--- src/rtl/uart_bus_master_pkg.sv ---
// rtl/uart_bus_master_pkg.sv - frame opcodes, reply codes and FSM state encoding for uart_bus_master
// State list depends on UART_BUS_CSUM_EN (adds the checksum state).
package uart_bus_master_pkg;

    localparam logic [7:0] OP_WR   = 8'h57;
    localparam logic [7:0] OP_RD   = 8'h52;
    localparam logic [7:0] RSP_OK  = 8'h4B;
    localparam logic [7:0] RSP_ERR = 8'h45;

    typedef enum logic [2:0] {
        ST_IDLE = 3'd0,
        ST_ADDR = 3'd1,
        ST_DATA = 3'd2,
`ifdef UART_BUS_CSUM_EN
        ST_CSUM = 3'd3,
`endif
        ST_BUS  = 3'd4,
        ST_RESP = 3'd5
    } state_t;

endpackage

--- src/rtl/bus_resp_serializer.sv ---
// rtl/bus_resp_serializer.sv - sends a 1- or 4-byte reply word MSB first over a valid/ready byte port
// done_o is combinational so the parent can leave its reply state on the accepting edge.
module bus_resp_serializer (
    input  logic        clk,
    input  logic        reset,
    input  logic        load_i,
    input  logic [31:0] word_i,
    input  logic        four_i,
    input  logic        tx_ready_i,
    output logic [7:0]  tx_data_o,
    output logic        tx_valid_o,
    output logic        done_o
);

    logic [31:0] word_q;
    logic [2:0]  left_q;
    logic        valid_q;

    assign tx_data_o  = word_q[31:24];
    assign tx_valid_o = valid_q;
    assign done_o     = valid_q && tx_ready_i && (left_q == 3'd1);

    always_ff @(posedge clk or negedge reset) begin
        if (!reset) begin
            word_q  <= 32'h0;
            left_q  <= 3'd0;
            valid_q <= 1'b0;
        end else if (load_i) begin
            word_q  <= word_i;
            left_q  <= four_i ? 3'd4 : 3'd1;
            valid_q <= 1'b1;
        end else if (valid_q && tx_ready_i) begin
            // next byte is presented on the cycle right after acceptance
            word_q <= {word_q[23:0], 8'h00};
            left_q <= left_q - 3'd1;
            if (left_q == 3'd1) begin
                valid_q <= 1'b0;
            end
        end
    end

endmodule

--- src/rtl/uart_bus_master.sv ---
// rtl/uart_bus_master.sv - UART byte-frame parser driving single-cycle peripheral bus reads/writes
// Optional checksum byte per frame when UART_BUS_CSUM_EN is defined.
module uart_bus_master
    import uart_bus_master_pkg::*;
#(
    parameter int unsigned TIMEOUT = 32'd5000000
) (
    input  logic        clk,
    input  logic        reset,
    input  logic [7:0]  rx_data,
    input  logic        rx_valid,
    output logic [7:0]  tx_data,
    output logic        tx_valid,
    input  logic        tx_ready,
    output logic        rd,
    output logic        wr,
    output logic [31:0] addr,
    output logic [31:0] wdata,
    input  logic [31:0] rdata,
    output logic        busy,
    output logic        overrun
);

    state_t      state_q;
    logic [1:0]  cnt_q;
    logic        op_wr_q;
    logic [31:0] addr_sr_q, addr_sr_d;
    logic [31:0] data_sr_q, data_sr_d;
    logic [31:0] addr_q, wdata_q;
    logic [31:0] tmo_q;
    logic        rd_q, wr_q, overrun_q;
`ifdef UART_BUS_CSUM_EN
    logic [7:0]  csum_q, csum_d;
`endif

    logic        ser_load, ser_four, ser_done;
    logic [31:0] ser_word;
    logic        idle_in, start, tmo_hit;

    assign rd      = rd_q;
    assign wr      = wr_q;
    assign addr    = addr_q;
    assign wdata   = wdata_q;
    assign overrun = overrun_q;
    assign busy    = (state_q != ST_IDLE);

    always_comb begin
        addr_sr_d = {addr_sr_q[23:0], rx_data};
        data_sr_d = {data_sr_q[23:0], rx_data};
`ifdef UART_BUS_CSUM_EN
        csum_d    = csum_q ^ rx_data;
`endif
        ser_load  = 1'b0;
        ser_word  = 32'h0;
        ser_four  = 1'b0;
        if (state_q == ST_BUS) begin
            ser_load = 1'b1;
            if (op_wr_q) begin
                ser_word = {RSP_OK, 24'h0};
            end else begin
                ser_word = rdata;
                ser_four = 1'b1;
            end
        end
`ifdef UART_BUS_CSUM_EN
        else if (state_q == ST_CSUM && rx_valid && rx_data != csum_q) begin
            ser_load = 1'b1;
            ser_word = {RSP_ERR, 24'h0};
        end
`endif
        // a byte arriving as the last reply byte goes out is parsed as a fresh frame start
        idle_in = rx_valid && (state_q == ST_IDLE || (state_q == ST_RESP && ser_done));
        start   = idle_in && (rx_data == OP_WR || rx_data == OP_RD);
        tmo_hit = (TIMEOUT != 0) && !rx_valid && (tmo_q == TIMEOUT - 32'd1);
    end

    bus_resp_serializer u_ser (
        .clk        (clk),
        .reset      (reset),
        .load_i     (ser_load),
        .word_i     (ser_word),
        .four_i     (ser_four),
        .tx_ready_i (tx_ready),
        .tx_data_o  (tx_data),
        .tx_valid_o (tx_valid),
        .done_o     (ser_done)
    );

    always_ff @(posedge clk or negedge reset) begin
        if (!reset) begin
            state_q   <= ST_IDLE;
            cnt_q     <= 2'd0;
            op_wr_q   <= 1'b0;
            addr_sr_q <= 32'h0;
            data_sr_q <= 32'h0;
            addr_q    <= 32'h0;
            wdata_q   <= 32'h0;
            tmo_q     <= 32'h0;
            rd_q      <= 1'b0;
            wr_q      <= 1'b0;
            overrun_q <= 1'b0;
`ifdef UART_BUS_CSUM_EN
            csum_q    <= 8'h0;
`endif
        end else begin
            rd_q <= 1'b0;
            wr_q <= 1'b0;
            if (start) begin
                op_wr_q <= (rx_data == OP_WR);
                cnt_q   <= 2'd0;
                tmo_q   <= 32'h0;
`ifdef UART_BUS_CSUM_EN
                csum_q  <= rx_data;
`endif
            end
            case (state_q)
                ST_IDLE: begin
                    if (start) begin
                        state_q <= ST_ADDR;
                    end
                end
                ST_ADDR, ST_DATA: begin
                    if (rx_valid) begin
                        tmo_q <= 32'h0;
                        cnt_q <= cnt_q + 2'd1;
`ifdef UART_BUS_CSUM_EN
                        csum_q <= csum_d;
`endif
                        if (state_q == ST_ADDR) begin
                            addr_sr_q <= addr_sr_d;
                        end else begin
                            data_sr_q <= data_sr_d;
                        end
                        if (cnt_q == 2'd3) begin
                            if (state_q == ST_ADDR && op_wr_q) begin
                                state_q <= ST_DATA;
                            end else begin
`ifdef UART_BUS_CSUM_EN
                                state_q <= ST_CSUM;
`else
                                state_q <= ST_BUS;
                                if (op_wr_q) begin
                                    addr_q  <= addr_sr_q;
                                    wdata_q <= data_sr_d;
                                    wr_q    <= 1'b1;
                                end else begin
                                    addr_q  <= addr_sr_d;
                                    rd_q    <= 1'b1;
                                end
`endif
                            end
                        end
                    end else if (tmo_hit) begin
                        state_q <= ST_IDLE;
                        tmo_q   <= 32'h0;
                    end else begin
                        tmo_q <= tmo_q + 32'd1;
                    end
                end
`ifdef UART_BUS_CSUM_EN
                ST_CSUM: begin
                    if (rx_valid) begin
                        tmo_q <= 32'h0;
                        if (rx_data == csum_q) begin
                            state_q <= ST_BUS;
                            addr_q  <= addr_sr_q;
                            if (op_wr_q) begin
                                wdata_q <= data_sr_q;
                                wr_q    <= 1'b1;
                            end else begin
                                rd_q    <= 1'b1;
                            end
                        end else begin
                            state_q <= ST_RESP;
                        end
                    end else if (tmo_hit) begin
                        state_q <= ST_IDLE;
                        tmo_q   <= 32'h0;
                    end else begin
                        tmo_q <= tmo_q + 32'd1;
                    end
                end
`endif
                ST_BUS: begin
                    state_q <= ST_RESP;
                    if (rx_valid) begin
                        overrun_q <= 1'b1;
                    end
                end
                ST_RESP: begin
                    if (ser_done) begin
                        state_q <= start ? ST_ADDR : ST_IDLE;
                    end else if (rx_valid) begin
                        overrun_q <= 1'b1;
                    end
                end
                default: state_q <= ST_IDLE;
            endcase
        end
    end

endmodule

--- config.mk ---
export PLATFORM = sky130hd
export DESIGN_NAME = uart_bus_master
export DESIGN_NICKNAME = d
export VERILOG_FILES = /design/src/rtl/uart_bus_master_pkg.sv /design/src/rtl/bus_resp_serializer.sv /design/src/rtl/uart_bus_master.sv
export SDC_FILE = /design/constraint.sdc
export NUM_CORES = 1
export LEC_CHECK = 0
export ABC_AREA = 1
export BUFFER_PORTS_ARGS = -buffer_cell sky130_fd_sc_hd__buf_2
export CAP_MARGIN = 30
export CORE_AREA = 2 2 131 133
export CTS_CLUSTER_DIAMETER = 120
export DETAILED_ROUTE_END_ITERATION = 12
export DIE_AREA = 0 0 133 135
export MAX_ROUTING_LAYER = met4
export PLACE_DENSITY = 0.79
export SETUP_SLACK_MARGIN = 0.05
export SYNTH_ARGS = -nofsm -noshare
export SYNTH_HDL_FRONTEND = slang
export SYNTH_HIERARCHICAL = 1
export SYNTH_SLANG_ARGS = --single-unit
--- constraint.sdc ---
create_clock -name clk -period 2 [get_ports clk]
set_input_delay 0.2 -clock clk [delete_from_list [all_inputs] [get_ports clk]]
set_output_delay 0.2 -clock clk [all_outputs]
set_load 0.005 [all_outputs]
==> metrics.txt, run 1 <==
status=complete, no violations; Synth-to-Final Area Change=17.6%; setup ws final=roughly 0.042 ns; Ant. Diodes=0; clock slew at reported path FFs=0.08 ns; die width=133 um; Port Buffers=120; Peak supply drop=between 0.9 and 1 mV; commonest non-fill, non-tap cell in the layout=nand2_1; final worst-path cycle share=0.979; Syn Inst Count=1214; Std-Cell Rows=47; Die Y-Extent=around 140 um; Core Util, Final=0.675; cells on worst reg2reg path=11; hold slack final=roughly 0.042 ns; top cells by area, synth=dfrtp_1 52%, nand2_1 16%, nor2_1 7.3%; Via-to-Cell Ratio=approximately 5.4; Iter 0 DRT Violations=approximately 730; first-pass GRT wire length=37300 um; overflow left after global routing=0; leakage=5.69 nW; Crit Path Max Fanout=20; Critical Path Start Type=flip-flop; Yosys Warn Count=6; min Tclk post-route=approximately 2.0 ns; post-synth top area share=0.523; clk buf depth=2; Setup-failing EPs final=0; Fmax=a little over 0.5 GHz; Slew HR=0.657; DIE AREA=about 18000 um2; CTS Sinks=between 150 and 200; WHS Endpoint=addr[7]; drt drc=0; Initial Util=0.574; Post-Syn Nets=about 1300; worst slew pin tran=0.514 ns; Pre-antenna DRT Iters=6; dpl ws=about 0.13 ns; worst reg2reg setup slack=0.04 ns; largest net degree at the start of global routing=65; # IOs=between 100 and 150; worst reg2reg path endpoint=tmo_q[17]; global-route usage over all layers=0.264; Final Slew Violations=0; average size of a mapped cell=a little under 8 um2; total CTS buffers=17; CP Capture Type=flip-flop; routed wire length per instance=between 10 and 15 um; area leader, netlist=dfrtp_1; Cell Count Post-Placement=between 1500 and 2000; share of layout cells above drive strength 1=0.171; Hold Path Origin=rx_data[7]; antenna violations before repair=0; Crit Reg-Reg Startpoint=state_q[1]; Post-Syn Area=9420 um2; Crit path required time=2.33 ns; vias in the first global route=roughly 7700; unrepaired setup endpoints after global routing=yes; Setup CP Type=flip-flop to flip-flop; core footprint=between 15000 and 20000 um2; Hold Vio Cnt, Final=0; Final Net Count=1381; Routability Congestion=between 0.9 and 1; Routed Antenna Nets=0; fillers=1332; clk_skew=~0.010 ns; TritonCTS clock tree=built; commonest non-fill, non-tap cells in the layout=401 x nand2_1, 197 x dfrtp_1, 179 x nor2_1, 119 x buf_2, 91 x nand3_1; via count=8458; Yosys cell types=32; number of cells in the finished layout apart from fillers=between 1500 and 2000; sequential-to-total area share from yosys stat=0.523; dpl hpwl=roughly 15000 um; power per cell area=~1100 nW/um2; CTS root buffer=clkbuf_16; maxcap violations=0; hold path cells=3; CTS H-tree depth=4; #FFs+latches synth=197; Critical Path AT=roughly 2.3 ns; worst min path class=input pin to flip-flop; latest clock arrival within the worst-skew pair=0.44 ns; final wirelength=23300 um
cells in the mapped netlist:
| cell | count |
|---|---|
| nand2_1 | 404 |
| dfrtp_1 | 197 |
| nor2_1 | 182 |
| nand3_1 | 91 |
| inv_1 | 74 |
| o21ai_0 | 60 |
| a21oi_1 | 45 |
| a31oi_1 | 32 |
| clkbuf_1 | 28 |
| nand4_1 | 22 |
| buf_2 | 19 |
| buf_4 | 15 |
| mux2_2 | 7 |
| nand2_2 | 5 |
| ha_1 | 4 |
| nor3_1 | 4 |
| buf_6 | 3 |
| a21o_1 | 2 |
| a21oi_2 | 2 |
| clkinv_1 | 2 |
| inv_2 | 2 |
| nor2_4 | 2 |
| or2_2 | 2 |
| xor2_1 | 2 |
| clkbuf_2 | 1 |
| inv_4 | 1 |
| nand2_4 | 1 |
| nand3_4 | 1 |
| nand3b_1 | 1 |
| nor2_2 | 1 |
| nor4_1 | 1 |
| o21bai_1 | 1 |
sequential cells by signal (all words and copies together) (netlist names):
signal,cells
data_sr_q,24
addr_sr_q,32
tmo_q,32
u_ser/word_q,32
u_ser/left_q,3
wr,1
wdata,32
cnt_q,2
rd,1
op_wr_q,1
u_ser/tx_valid_o,1
addr,32
overrun,1
state_q,3
per-layer routing:
layer / GRT usage / wire length, um
met1: 0.358 / 10300
met2: 0.407 / 11200
met3: 0.0578 / 1490
met4: 0.0735 / 295
met5: - / 0
kinds of logic (layout without fill, tap and decap cells):
family                   Yosys count  after routing  share of synthesized area
buffers and inverters            145            276                     0.0691
XOR/XNOR                           2              2                    0.00186
AO/OA/AOI/OAI                    142            142                     0.0813
flip-flops                       197            197                      0.523
AND/OR/NAND/NOR                  717            718                      0.311
multiplexers                       7              7                    0.00837
adder cells (fa/ha/maj)            4              4                    0.00531
per-stage QoR:
step           TNS [ns]  power, mW  cell area, um2
2_1_floorplan         0       7.31            9420
3_3_place_gp          0       8.34           10300
3_5_place_dp          0       8.47           10300
4_1_cts               0       11.8           10900
5_1_grt          -0.113       12.8           11100
6_report              0       12.1           11100
power by group:
group	leakage [nW]	internal, mW	switching (mW)
registers	2.63	4.78	0.611
logic	2.78	1.39	1.98
clock network	0.286	1.67	1.68
repair_timing:
action | in CTS | in global routing
endpoints found under the hold margin | 52 | 0
gates resized for setup | 0 | 10
hold buffers | 1 | 0
setup buffers | 0 | 6
endpoints found under the setup margin | 0 | 82
critical path, cell delays in order (launching register included):
cell        delay (ns)
dfrtp_1           0.42
buf_4             0.16
nor2_2            0.13
nand2_2           0.09
nand2_1           0.15
clkinvlp_4        0.19
buf_4             0.19
nand2_4           0.14
clkbuf_16         0.21
nand3_1           0.08
nand2_1           0.06
nor2_1            0.04
area by class of cell:
type                            count  area (um2)  share of cell area
Clock inverter                     15         163              0.0147
Tap cell                          220         275              0.0248
Clock buffer                       17         425              0.0384
Sequential cell                   197        4930               0.445
Inverter                           79         303              0.0273
Multi-Input combinational cell    873        3870               0.349
Timing Repair Buffer              165        1110               0.100
worst max path at each step:
| stage | startpoint | end | cells past startpoint |
|---|---|---|---|
| floorplan | u_ser/tx_valid_o | tmo_q[17] | 11 |
| global placement | tmo_q[1] | tmo_q[16] | 10 |
| detailed placement | u_ser/left_q[1] | tmo_q[10] | 12 |
| CTS | state_q[1] | tmo_q[6] | 10 |
| global route | state_q[1] | tmo_q[6] | 11 |
| finish | state_q[1] | tmo_q[17] | 11 |
(Power assumes the default switching activity.)
==> run 2, diff against run 1 <==
--- a/config.mk
+++ b/config.mk
@@ -8,12 +8,11 @@
 export ABC_AREA = 1
 export BUFFER_PORTS_ARGS = -buffer_cell sky130_fd_sc_hd__buf_2
 export CAP_MARGIN = 30
-export CORE_AREA = 2 2 131 133
+export CORE_AREA = 2 2 147 149
 export CTS_CLUSTER_DIAMETER = 120
 export DETAILED_ROUTE_END_ITERATION = 12
-export DIE_AREA = 0 0 133 135
+export DIE_AREA = 0 0 149 151
 export MAX_ROUTING_LAYER = met4
-export PLACE_DENSITY = 0.79
 export SETUP_SLACK_MARGIN = 0.05
 export SYNTH_ARGS = -nofsm -noshare
 export SYNTH_HDL_FRONTEND = slang
==> run 2 against run 1 <==
Against the previous run: routed wire length is 0.44% lower; via count is 3.9% lower; clock power is 9.5% higher; critical path type unchanged.
==> metrics.txt, run 2 (synthesized netlist as in run 1, its figures left out) <==
clk_skew=approximately 0.016 ns; design area=11100 um2; CP max stage delay=between 0.4 and 0.5 ns; Ant. Diodes=0; Final Slew Violations=0; setup ws final=around 0.18 ns; CTS root buffer=clkbuf_16; Routability Congestion=0.889; worst slew pin tran=0.611 ns; Sw Pwr=4.31 mW; dpl ws=around 0.058 ns; Routed Antenna Nets=0; clock slew at reported path FFs=about 0.09 ns; final worst-path cycle share=0.912; Final Net Count=~1400; share of layout cells above drive strength 1=0.164; unrepaired setup endpoints after global routing=yes; Reg power frac=0.439; core footprint=roughly 21000 um2; Iter 0 DRT Violations=~610; die width=149 um; Setup-failing EPs final=0; Crit Path Max Fanout=46; post-route setup TNS=0 ns; Initial Util=0.452; Std-Cell Rows=53; top cell family by delay on the critical path=simple AND/OR/NAND/NOR gates; Most Frequent Cell on Critical Path=nand2_2; hold slack final=between 0.02 and 0.03 ns; Pre-antenna DRT Iters=7; CTS Sinks=a little under 200; Die Y-Extent=151 um; TritonCTS clock tree=built; Core Util, Final=0.532; vias in the first global route=around 7500; power per cell area=around 1100 nW/um2; top sig layer=met4; via count=about 8000; first-pass GRT wire length=38300 um; Synth-to-Final Area Change=17.6%; min Tclk post-route=1.82 ns; post-CTS setup buffers=0; Peak supply drop=between 0.6 and 0.7 mV; Cell Chain, Critical Path=nor2_2 > nand2_2 > inv_4 > nand2_4 > nand2_2 > nand3_4 > inv_2 > buf_12 > nor2_1 > a31oi_1; Via-to-Cell Ratio=roughly 5; latest clock arrival within the worst-skew pair=roughly 0.45 ns; clk buf depth=2; CP Capture Type=flip-flop; commonest non-fill, non-tap cells in the layout=403 x nand2_1, 196 x dfrtp_1, 180 x nor2_1, 119 x buf_2, 91 x nand3_1; M1 WL=~11000 um; metal3 WL=~1200 um; Cell Area, Placed=10400 um2; leakage=roughly 5.7 nW; commonest non-fill, non-tap cell in the layout=nand2_1; Port Buffers=between 100 and 150; routed wire length per instance=14.4 um; global-route usage over all layers=0.219; overflow left after global routing=0; final wirelength=~23000 um; Clk pwr share=0.301; status=complete, no violations; Critical Path Start Type=flip-flop; Crit path required time=about 2.4 ns; Fmax=~0.55 GHz; CTS H-tree depth=4; largest net degree at the start of global routing=56; # IOs=121; Sw Ratio=0.352; maxcap violations=0; antenna violations before repair=0; Hold Vio Cnt, Final=0; drt drc=0; total CTS buffers=17; Slew HR=0.592; slowest stage cell, crit path=dfrtp_2; Worst Path Buf+Inv=3; Comb power frac=0.260; Pint=between 7 and 8 mW; Critical Path AT=between 2 and 2.5 ns; dpl hpwl=between 15000 and 20000 um; Setup CP Type=flip-flop to flip-flop; metal2 WL=about 11000 um; worst min path class=input pin to flip-flop; DIE AREA=22500 um2
[run 2: cell type report]
type | instances | area [um2]
clock buffers | 17 | 425
inverters | 79 | 299
repair buffers | 158 | 992
multi-input cells | 872 | 3870
fillers | 2059 | 9740
well taps | 275 | 344
clock inverters | 15 | 220
flip-flops and latches | 197 | 4930
[run 2: final timing paths]
path	start	to	slack, ns	cells after the start
hold / removal	rx_data[3]	addr[3]	0.03	3
setup / recovery	state_q[1]	addr[21]	0.18	10
min in group asynchronous	reset	tmo_q[21]	0.24	2
hold reg to reg	u_ser/word_q[2]	u_ser/word_q[2]	0.47	2
setup reg to reg	state_q[1]	addr[21]	0.18	10
max in group asynchronous	reset	addr_sr_q[26]	1.06	3
[run 2: per-stage QoR]
step / std cells / power [mW]
floorplan: 1214 / 7.31
global placement: 1579 / 8.48
detailed placement: 1579 / 8.53
CTS: 1612 / 12.3
global route: 1613 / 13.0
finish: 1613 / 12.2
[run 2: worst min-delay path: stages]
cell	delay [ns]
buf_2	0.11
nand2_1	0.05
a31oi_1	0.08
[run 2: per-layer routing]
metal	vias to the layer above	GRT usage
li1	4099	-
met1	3822	0.306
met2	185	0.328
met3	20	0.0449
met4	0	0.0571
met5	-	-
[run 2: timing repair]
action,in CTS,in global routing
pin swaps,0,1
gates resized for setup,1,10
endpoints found under the setup margin,7,64
endpoints found under the hold margin,35,0
cloned,0,1
hold buffers,1,0
[run 2: power by group through the flow]
stage / combinational [mW] / sequential [mW] / clock (mW)
floorplan: 1.99 / 5.33 / 0
global route: 3.61 / 5.49 / 3.92
global placement: 3.05 / 5.43 / 0
finish: 3.19 / 5.38 / 3.68
CTS: 3.12 / 5.38 / 3.78
detailed placement: 3.09 / 5.44 / 0
==> run 3, diff against run 2 <==
--- a/config.mk
+++ b/config.mk
@@ -12,7 +12,9 @@
 export CTS_CLUSTER_DIAMETER = 120
 export DETAILED_ROUTE_END_ITERATION = 12
 export DIE_AREA = 0 0 149 151
+export GPL_TIMING_DRIVEN = 0
 export MAX_ROUTING_LAYER = met4
+export REMOVE_ABC_BUFFERS = 1
 export SETUP_SLACK_MARGIN = 0.05
 export SYNTH_ARGS = -nofsm -noshare
 export SYNTH_HDL_FRONTEND = slang
==> run 3 against run 2 <==
Against the previous run: global-route usage grew 0.96 points; clock power shrank 7.6%; critical path type unchanged; cell area grew 2.8%; total power grew 1.0%; critical path depth is the same; fmax shrank 2.4%; largest cell class unchanged; worst hold slack gained 0.0013 ns; via count grew 1.6%.
==> metrics.txt, run 3 (synthesized netlist as in run 1, its figures left out) <==
status=complete, no violations; worst reg2reg setup slack=around 0.13 ns; largest net degree at the start of global routing=about 110; die width=approximately 150 um; Core Util, Final=0.547; fillers=around 2000; Peak supply drop=0.739 mV; drt drc=0; Cell Area, Placed=approximately 10000 um2; clock slew at reported path FFs=around 0.080 ns; final wirelength=~25000 um; antenna violations before repair=3; Routed Antenna Nets=0; routed wire length per instance=about 15 um; hold slack final=roughly 0.031 ns; commonest non-fill, non-tap cell in the layout=nand2_1; DIE AREA=22500 um2; CTS Sinks=approximately 200; WHS Endpoint=addr[6]; power per cell area=roughly 1100 nW/um2; Synth-to-Final Area Change=20.9%; Crit path required time=2.32 ns; worst reg2reg path endpoint=wdata[0]; maxcap violations=0; hold path cells=3; Initial Util=0.452; CP Capture Type=flip-flop; overflow left after global routing=0; Slew HR=0.392; Pre-antenna DRT Iters=7; worst slew pin tran=approximately 0.9 ns; number of cells in the finished layout apart from fillers=about 1600; share of layout cells above drive strength 1=0.190; design area=about 11000 um2; cells on worst reg2reg path=10; Final Slew Violations=0; Hold Path Origin=rx_data[6]; Std-Cell Rows=53; Final Power=between 10 and 15 mW; Crit Path Max Fanout=22; worst min path class=input pin to flip-flop; Routability Congestion=between 0.8 and 0.9; Critical Path Start Type=flip-flop; via count=between 8000 and 9000; min Tclk post-route=1.87 ns; Port Buffers=120; core footprint=around 21000 um2; # IOs=about 120; Setup CP Type=flip-flop to flip-flop; vias in the first global route=7747; CTS H-tree depth=4; clk buf depth=2; dpl hpwl=between 15000 and 20000 um; Die Y-Extent=approximately 150 um; leakage=roughly 5.7 nW; first-pass GRT wire length=between 30000 and 40000 um; Critical Path AT=about 2.2 ns; commonest non-fill, non-tap cells in the layout=397 x nand2_1, 192 x dfrtp_1, 176 x nor2_1, 119 x buf_2, 89 x nand3_1; clk_skew=~0.012 ns; Hold Vio Cnt, Final=0; Iter 0 DRT Violations=554; global-route usage over all layers=0.229; final worst-path cycle share=0.934; CTS root buffer=clkbuf_16; latest clock arrival within the worst-skew pair=between 0.4 and 0.5 ns; Setup-failing EPs final=0; CP startpoint=state_q[1]; Fmax=about 0.54 GHz; TritonCTS clock tree=built; Cell Count Post-Placement=1551; total CTS buffers=17; unrepaired setup endpoints after global routing=yes; Crit Reg-Reg Startpoint=state_q[1]; Final Net Count=1378; Via-to-Cell Ratio=5.09
run 3: final cells by class:
class                           instances  area, um2  area share
Timing Repair Buffer                  158       1110      0.0976
Antenna cell                            3       7.51    0.000659
Multi-Input combinational cell        877       4080       0.358
Clock inverter                         14        139      0.0122
Clock buffer                           18        439      0.0386
Tap cell                              275        344      0.0302
Inverter                               79        328      0.0288
Sequential cell                       197       4940       0.434
run 3: per-layer routing:
| layer | part of all wire | vias up | track usage |
|---|---|---|---|
| met5 | 0 | - | - |
| met4 | 0.0095 | 0 | 0.0529 |
| met3 | 0.058 | 19 | 0.0554 |
| met2 | 0.46 | 181 | 0.354 |
| met1 | 0.47 | 3934 | 0.307 |
| li1 | - | 4122 | - |
run 3: how the worst max path moves through the flow:
stage	cells past startpoint	endpoint	slack [ns]
2_1_floorplan	8	u_ser/left_q[0]	-1.77
3_3_place_gp	3	wdata[12]	-3.78
3_5_place_dp	9	u_ser/left_q[0]	-1.11
4_1_cts	10	wdata[12]	0.04
5_1_grt	10	wdata[0]	0.01
6_report	10	wdata[0]	0.13
run 3: critical path, cell delays in order, from the launching register on:
cell and delay [ns]:
dfrtp_2 0.47, nor2_4 0.13, nand2_4 0.09, inv_8 0.08
nand2_8 0.14, nand2_8 0.13, nand3_4 0.14, nor2_4 0.20
buf_12 0.13, buf_16 0.16, a21oi_1 0.08
run 3: timing repair:
| item | in CTS | in global routing |
|---|---|---|
| endpoints found under the setup margin | 132 | 113 |
| hold buffers | 1 | 0 |
| pin swaps | 4 | 11 |
| cloned | 4 | 4 |
| resized for setup | 25 | 41 |
| hold endpoints to repair | 112 | 0 |
| buffers inserted | 15 | 11 |
run 3: report_power, final:
part           total, mW  internal [mW]  switching, mW
clock network       3.40           1.69           1.70
logic               3.58           1.46           2.12
registers           5.40           4.78          0.616
run 3: per-stage QoR:
stage	setup slack, ns	TNS, ns
2_1_floorplan	-1.77	-144.57
3_3_place_gp	-3.78	-930.57
3_5_place_dp	-1.11	-102.19
4_1_cts	0.0357	0
5_1_grt	0.0142	0
6_report	0.132	0
